===== config.mk =====
export PLATFORM = sky130hd
export DESIGN_NAME = ps2_key_sequencer
export DESIGN_NICKNAME = d
export VERILOG_FILES = /design/src/rtl/ps2_key_sequencer.sv
export SDC_FILE = /design/constraint.sdc
export NUM_CORES = 1
export LEC_CHECK = 0
export BUFFER_PORTS_ARGS = -buffer_cell sky130_fd_sc_hd__buf_2
export CELL_PAD_IN_SITES_DETAIL_PLACEMENT = 1
export CELL_PAD_IN_SITES_GLOBAL_PLACEMENT = 1
export CORE_ASPECT_RATIO = 1.5
export CORE_MARGIN = 10
export CORE_UTILIZATION = 39
export DETAILED_ROUTE_END_ITERATION = 10
export HOLD_SLACK_MARGIN = 0.05
export PLACE_DENSITY_LB_ADDON = 0.1
export SETUP_SLACK_MARGIN = 0.5
export SLEW_MARGIN = 5
export SYNTH_ARGS = -nofsm -noshare
export SYNTH_HDL_FRONTEND = slang
export SYNTH_SLANG_ARGS = --single-unit

===== constraint.sdc =====
create_clock -name clk -period 1.4 [get_ports clk]
set_input_delay 0.07 -clock clk [delete_from_list [all_inputs] [get_ports clk]]
set_output_delay 0.07 -clock clk [all_outputs]
set_load 0.03 [all_outputs]

===== src/rtl/ps2_key_sequencer.sv =====
// ps2_key_sequencer
// Pops scan-code bytes from the ps2_keyboard FIFO, folds the E0 (extended)
// and F0 (break) prefixes into single key events, tracks shift/ctrl, counts
// key presses and exposes the result as a valid/ready event stream.
//
// Optional build macro: PS2SEQ_TYPEMATIC_FILTER_EN
//   When defined, a held-key register suppresses typematic repeats of the
//   last pressed key. When undefined, every make event is emitted.
module ps2_key_sequencer #(
  parameter int CNT_W = 8
) (
  input  logic             clk,
  input  logic             rst,
  input  logic             ps2_ready,
  input  logic [7:0]       ps2_byte,
  input  logic             ps2_overflow,
  output logic             nextdata_n,
  output logic             evt_valid,
  input  logic             evt_ready,
  output logic [7:0]       evt_code,
  output logic             evt_ext,
  output logic             evt_break,
  output logic             shift_flag,
  output logic             ctrl_flag,
  output logic [CNT_W-1:0] press_cnt,
  output logic             ovf_err
);

  typedef enum logic [1:0] {
    S_IDLE,
    S_POP,
    S_DECODE,
    S_EMIT
  } state_t;

  localparam logic [7:0] BYTE_BRK   = 8'hF0;
  localparam logic [7:0] BYTE_EXT   = 8'hE0;
  localparam logic [7:0] KEY_LSHIFT = 8'h12;
  localparam logic [7:0] KEY_RSHIFT = 8'h59;
  localparam logic [7:0] KEY_CTRL   = 8'h14;

  state_t     r_state;
  state_t     w_state_nxt;

  logic [7:0] r_byte;
  logic       r_brk_pend;
  logic       r_ext_pend;

  logic       r_lshift;
  logic       r_rshift;
  logic       r_lctrl;
  logic       r_rctrl;
  logic       w_lshift_nxt;
  logic       w_rshift_nxt;
  logic       w_lctrl_nxt;
  logic       w_rctrl_nxt;

  logic       w_is_brk;
  logic       w_is_ext;
  logic       w_is_key;
  logic       w_suppress;
  logic       w_key_upd;

  assign w_is_brk  = (r_byte == BYTE_BRK);
  assign w_is_ext  = (r_byte == BYTE_EXT);
  assign w_is_key  = !w_is_brk && !w_is_ext;
  // A non-prefix byte in DECODE that is not filtered updates all key state.
  assign w_key_upd = (r_state == S_DECODE) && w_is_key && !w_suppress;

`ifdef PS2SEQ_TYPEMATIC_FILTER_EN
  logic       r_held_valid;
  logic       r_held_ext;
  logic [7:0] r_held_code;
  logic       w_held_match;

  assign w_held_match = r_held_valid && (r_held_ext == r_ext_pend) &&
                        (r_held_code == r_byte);
  // Only a repeated make of the held key is dropped; breaks always pass.
  assign w_suppress   = w_held_match && !r_brk_pend;

  // Held-key register: a make records the key, a break of that key releases it.
  always_ff @(posedge clk or posedge rst) begin
    if (rst) begin
      r_held_valid <= 1'b0;
      r_held_ext   <= 1'b0;
      r_held_code  <= 8'h00;
    end else if (w_key_upd) begin
      if (!r_brk_pend) begin
        r_held_valid <= 1'b1;
        r_held_ext   <= r_ext_pend;
        r_held_code  <= r_byte;
      end else if (w_held_match) begin
        r_held_valid <= 1'b0;
      end
    end
  end
`else
  assign w_suppress = 1'b0;
`endif

  // State register.
  always_ff @(posedge clk or posedge rst) begin
    // NOTE: sequential state is always assigned with <=, so every flop in the
    // design samples the pre-edge values no matter how blocks are ordered.
    if (rst) r_state <= S_IDLE;
    else     r_state <= w_state_nxt;
  end

  // Next-state logic.
  always_comb begin
    // NOTE: the default first assignment covers every path through the case,
    // so no latch is inferred for w_state_nxt.
    w_state_nxt = r_state;
    case (r_state)
      S_IDLE:   if (ps2_ready) w_state_nxt = S_POP;
      S_POP:    w_state_nxt = S_DECODE;
      S_DECODE: w_state_nxt = (w_is_key && !w_suppress) ? S_EMIT : S_IDLE;
      S_EMIT:   if (evt_ready) w_state_nxt = S_IDLE;
      default:  w_state_nxt = S_IDLE;
    endcase
  end

  // Registered outputs: pop strobe, byte capture, prefix folding, event fields.
  always_ff @(posedge clk or posedge rst) begin
    if (rst) begin
      nextdata_n <= 1'b1;
      evt_valid  <= 1'b0;
      evt_code   <= 8'h00;
      evt_ext    <= 1'b0;
      evt_break  <= 1'b0;
      press_cnt  <= '0;
      r_byte     <= 8'h00;
      r_brk_pend <= 1'b0;
      r_ext_pend <= 1'b0;
    end else begin
      nextdata_n <= 1'b1;
      evt_valid  <= (w_state_nxt == S_EMIT);
      case (r_state)
        S_IDLE: begin
          if (ps2_ready) begin
            r_byte     <= ps2_byte;
            nextdata_n <= 1'b0;
          end
        end
        S_DECODE: begin
          if (w_is_brk) begin
            r_brk_pend <= 1'b1;
          end else if (w_is_ext) begin
            r_ext_pend <= 1'b1;
          end else begin
            r_brk_pend <= 1'b0;
            r_ext_pend <= 1'b0;
            if (!w_suppress) begin
              evt_code  <= r_byte;
              evt_ext   <= r_ext_pend;
              evt_break <= r_brk_pend;
              if (!r_brk_pend) press_cnt <= press_cnt + CNT_W'(1);
            end
          end
        end
        default: ;
      endcase
    end
  end

  // Next modifier values: set on make, clear on break of the matching key.
  always_comb begin
    w_lshift_nxt = r_lshift;
    w_rshift_nxt = r_rshift;
    w_lctrl_nxt  = r_lctrl;
    w_rctrl_nxt  = r_rctrl;
    if (w_key_upd) begin
      case (r_byte)
        KEY_LSHIFT: w_lshift_nxt = !r_brk_pend;
        KEY_RSHIFT: w_rshift_nxt = !r_brk_pend;
        KEY_CTRL: begin
          if (r_ext_pend) w_rctrl_nxt = !r_brk_pend;
          else            w_lctrl_nxt = !r_brk_pend;
        end
        default: ;
      endcase
    end
  end

  // Modifier registers and their registered OR-ed flags.
  always_ff @(posedge clk or posedge rst) begin
    if (rst) begin
      r_lshift   <= 1'b0;
      r_rshift   <= 1'b0;
      r_lctrl    <= 1'b0;
      r_rctrl    <= 1'b0;
      shift_flag <= 1'b0;
      ctrl_flag  <= 1'b0;
    end else begin
      r_lshift   <= w_lshift_nxt;
      r_rshift   <= w_rshift_nxt;
      r_lctrl    <= w_lctrl_nxt;
      r_rctrl    <= w_rctrl_nxt;
      shift_flag <= w_lshift_nxt | w_rshift_nxt;
      ctrl_flag  <= w_lctrl_nxt | w_rctrl_nxt;
    end
  end

  // Sticky FIFO overflow indicator, cleared only by reset.
  always_ff @(posedge clk or posedge rst) begin
    if (rst)               ovf_err <= 1'b0;
    else if (ps2_overflow) ovf_err <= 1'b1;
  end

endmodule


# --- Word level (Yosys, flattened, before mapping) ---
# Index checks and enable logic that the tools add are counted.
totals:
  register_bits: 39
  input_bits: 13
  out_inout_bits: 23
  elab_cells: 63
op_classes:
  addsub: 1
  eq_ne: 10
  n_mux: 19
  bitwise_logic: 5
  reduce_logical: 11
op_table:
  columns: ["cell", "n"]
  rows:
  - ["== test 8 x 5 -> 1 bit, second input constant", 2]
  - ["== test 8 bit, second input constant", 2]
  - ["two-way mux 1 bit", 15]
  - ["adder 8 x 1 -> 8 bit, second input constant", 1]
  - ["== test 8 x 7 -> 1 bit, second input constant", 1]
  - ["case mux 2 bit (4 select lines)", 1]
  - ["== test 2 bit, second input constant", 3]
  - ["two-way mux 2 bit", 3]
  - ["AND reduction 2 bit", 3]
  - ["AND reduction 4 bit", 1]
  - ["zero test 1 bit", 3]
  - ["NOT 1 bit", 3]
  - ["AND reduction 3 bit", 1]
  - ["== test 2 x 1 -> 1 bit, second input constant", 1]
  - ["logical AND 1 bit", 2]
  - ["zero test 2 bit", 1]
  - ["inequality test 2 bit, second input constant", 1]
  - ["bitwise OR 1 bit", 2]

# --- Longest topological paths before layout ---
depth:
  word_depth: 6
  mapped_depth: 5
  ltp_nobuf: 4

# --- Least setup slack after synthesis ---
# No wires, ideal clock.
synth_timing:
  path_kind: "reg-to-reg"
  start: "reg r_byte[0]"
  end: "reg r_lshift"
  setup_ps: 128
  arrival_ps: 1385
  t_required_ps: 1272
  slack_ps: -113
  stages_incl_launch_ff: 4
  path_buffers: 0
  period_less_slack_ps: 1513
  cell_sequence: "dfrtp_1 or4b_4 nor3_2 mux2_1"
synth_via:
  elab_chain_cells: 5
  elab_cells_between_ends: 9
  classes_between: "eq/ne: 3; mux: 2; reduce/logical: 4"
synth_lines:
  columns: ["element", "line", "source"]
  rows:
  - ["start, declared", "45", "logic [7:0] r_byte;"]
  - ["start signal, assigned", "141", "r_byte <= ps2_byte;"]
  - ["== test 8 bit, on equally long branches", "64, 65", null]
  - ["zero test 1 bit", "66", "assign w_is_key = !w_is_brk && !w_is_ext;"]
  - ["logical AND 1 bit", "66", null]
  - ["logical AND 1 bit", "68", "assign w_key_upd = (r_state == S_DECODE) && w_is_key && !w_suppress;"]
  - ["two-way mux 1 bit (*)", "172", "if (w_key_upd) begin"]
  - ["named net w_lshift_nxt", "53", "logic w_lshift_nxt;"]
  - ["end signal, assigned", "195", "r_lshift <= w_lshift_nxt;"]
  - ["end, declared", "49", "logic r_lshift;"]
# The timed path passes the listed nets; every way through them passes the cells marked *.
# A chain may end at the register's enable or synchronous reset.

# --- Worst setup path after layout ---
layout_timing:
  start: "reg r_byte[3]"
  end: "reg r_lshift"
# The elaborated chain is that of the path after synthesis.

==> results by group <==
Outcome
  • Status: complete, but fails checks
  • Failing checks: negative setup slack

Floorplanning
  • Die W: 74.43 um
  • Cell Rows: 29
  • Die H: 101.6 um
  • Starting Density: 40.47%
  • Die area: 7565 um2
  • Core Area: 4282 um2
  • I/O pin cnt: 36

Power and ir drop
  • Leakage: 0.001360 uW
  • PD cells: 2424 nW/um2
  • Worst vdd ir: 1344 uV

Timing
  • Final Cycle Share: 110.9%
  • Fmax: 0.6440 GHz
  • Slew of the pin with the lowest slew margin: 0.4437 ns
  • Setup violations, final: 22
  • Final clock skew: 0.009329 ns
  • Relative slew margins: 70.36%
  • RSZ-0062 raised after global routing: true
  • Endpoints failing hold: 0
  • Max Slew Vio Count: 0
  • Min Tclk post-route: 1.553 ns
  • Final TNS setup: -2.239 ns
  • Worst setup margin: -0.1528 ns

Clock network
  • CTS tree: yes
  • Clock transition at the registers of the reported paths: 0.08 ns
  • Clk buf depth: 2
  • Sink Count: 39
  • Num CTS Buffers: 5
  • Clk_lat worst skew: 0.29 ns
  • Root Driver: clkbuf_8
  • H-tree depth: 2

Layout
  • Post-route cell area: 2804 um2
  • Nets: 240
  • FILL cells: 412
  • Final core occ: 65.49%
  • Storage cell area: 982.2 um2
  • Fraction of layout cells with a size suffix above 1: 58.59%
  • Ant diodes: 0
  • Finished Layout Cells: 273
  • Area growth from synthesis to layout: 61.81%
  • Area of the multi-input gates: 818.3 um2

Placement
  • Placer Congestion: 0.7065
  • Placed insts: 229
  • IO Port Bufs: 35
  • HPWL after DPL: 3186 um
  • Post-placement cell area: 2145 um2
  • Pre-CTS WS: -0.1499 ns

Global route
  • Number of global-route vias before repair: 1591
  • First-pass GRT wire length: 7817 um
  • GRT overflow: 0
  • Gr usage total: 13.53%
  • Pin count of the biggest net entering global routing: 22
  • Antenna violations before repair: 0

Worst setup path
  • CP bufs+invs: 0
  • Crit-path cells: or4b_4 > nor3_4 > mux2_4
  • WP data required: 1.58 ns
  • Max incr delay on CP: 0.55 ns
  • Largest delay share family, worst path: simple AND/OR/NAND/NOR gates
  • Critical path arrival: 1.73 ns
  • Critical-path top delay cell: or4b_4
  • Startpoint Class: flop
  • Critical path peak fanout: 4
  • Crit. End Element: flop
  • Critical path class: flop to flop

Logic synthesis
  • Post-synthesis compound-gate area fraction: 6.570%
  • #FFs+latches synth: 39
  • Adder-cell area share of the yosys netlist: 0.7220%
  • Syn nets: 140
  • Share of the yosys chip area belonging to registers: 56.39%
  • Synth cell types: 38
  • Syn avg cell area: 13.75 um2
  • Post-synthesis cell area: 1733 um2
  • Post-Synth Simple-Gate Area: 14.15%
  • Primary FF master, synth: dfrtp_1
  • Number of flops mapped to enable cells by yosys: 0
  • Synth Instances: 126
  • Post-synthesis mux area share: 16.03%
  • Combinational family with the most area after synthesis: multiplexers
  • Post-synth ARST share: 100.0%
  • Yosys warnings: 0
  • Synth Area in XOR/XNOR: 3.538%

Route
  • Drt pass-1 iters: 4
  • Routed WL: 4839 um
  • DRC violation count after routing: 0
  • DRT iter0 DRCs: 41
  • Wire per inst: 17.73 um
  • Via/cell ratio: 5.051
  • Remaining antenna violation count: 0
  • Via Count: 1379

Job
  • Number of max-cap violations: 0

Hold path
  • Hold Crit Class: input port to asynchronous set/reset pin
==> worst paths after layout <==
check	endpoint	startpoint	cells past startpoint	slack, ns
worst max-delay path	r_lshift	r_byte[3]	3	-0.15
max in group asynchronous	press_cnt[4]	rst	4	0.61
worst max register to register	r_lshift	r_byte[3]	3	-0.15
worst min-delay path	evt_code[5]	rst	3	0.34
min in group clk	r_byte[1]	ps2_ready	4	0.38
worst min register to register	ovf_err	ovf_err	1	0.50
==> synthesized netlist by cell type (4+ instances only) <==
cell type | n | share of area (%)
mux2_2 | 9 | 5.8
mux2_4 | 11 | 9.5
dfrtp_1 | 38 | 55
xnor2_1 | 6 | 3.0
nor2_1 | 8 | 1.7
nand2_1 | 6 | 1.3
inv_1 | 7 | 1.5
nand4_1 | 4 | 1.4
==> layer usage <==
metal  wire length [um]  global-route usage (%)  vias up
met4                 80                   5.263        0
met1               1789                   12.93      706
met2               2793                   25.99       23
li1                   -                       -      644
met5                  0                       0        -
met3                175                   3.718        6
==> sequential cells by signal (all words and copies together) (netlist names), 2 cells and up <==
name and flops:
evt_code 8, press_cnt 8, r_byte 8, r_state 2
==> kinds of logic after synthesis <==
| family | count (synthesis) |
|---|---|
| compound gates | 13 |
| xor+xnor | 7 |
| fa+ha+maj | 1 |
| buf+inv | 9 |
| flops | 39 |
| mux | 21 |
| simple gates | 36 |
==> layout by cell type, fill, tap and decap left out, types with 2 or more instances in the layout <==
cell type	n
dfrtp_2	4
nand4_1	4
buf_2	12
buf_4	41
dfrtp_1	34
nor2b_1	2
clkbuf_8	5
nand2_1	6
mux2_4	21
buf_6	30
nor3_4	2
dlygate4sd3_1	11
o31ai_1	2
a31oi_1	2
nor2_1	7
xnor2_1	6
inv_1	6
nand4b_1	2
clkbuf_1	3
==> report_power, final <==
group	switching, uW	internal (uW)	total [uW]
sequential	522	1630	2150
combinational	1680	2240	3920
clock	376	354	730
total	2580	4220	6800
==> per-stage QoR <==
step                      power (uW)  hold slack (ns)
after global routing            7193           0.3665
after CTS                       6540           0.3450
after global placement          4764          0.09686
final                           6797           0.3411
after floorplan                 3853          0.04206
after detailed placement        4913           0.1078
==> final cells by class <==
cell class	count	area share, %
tap	46	2.053
sequential	39	35.03
clock buffer	8	2.856
inverter	7	1.071
multi-input combinational	78	29.18
timing repair buffer	95	29.81
==> repair_timing <==
action | CTS | global route
hold buffers | 11 | 0
gates cloned | 1 | 1
setup endpoints to repair | 61 | 61
resized for setup | 65 | 16
hold endpoints to repair | 27 | 0
setup buffers | 14 | 9
pin swaps | 4 | 7
==> worst min-delay path: stages <==
cell and delay, ns:
dlygate4sd3_1 0.53, buf_2 0.13, clkinvlp_4 0.31
No activity file was read; power rests on OpenSTA's default activity.
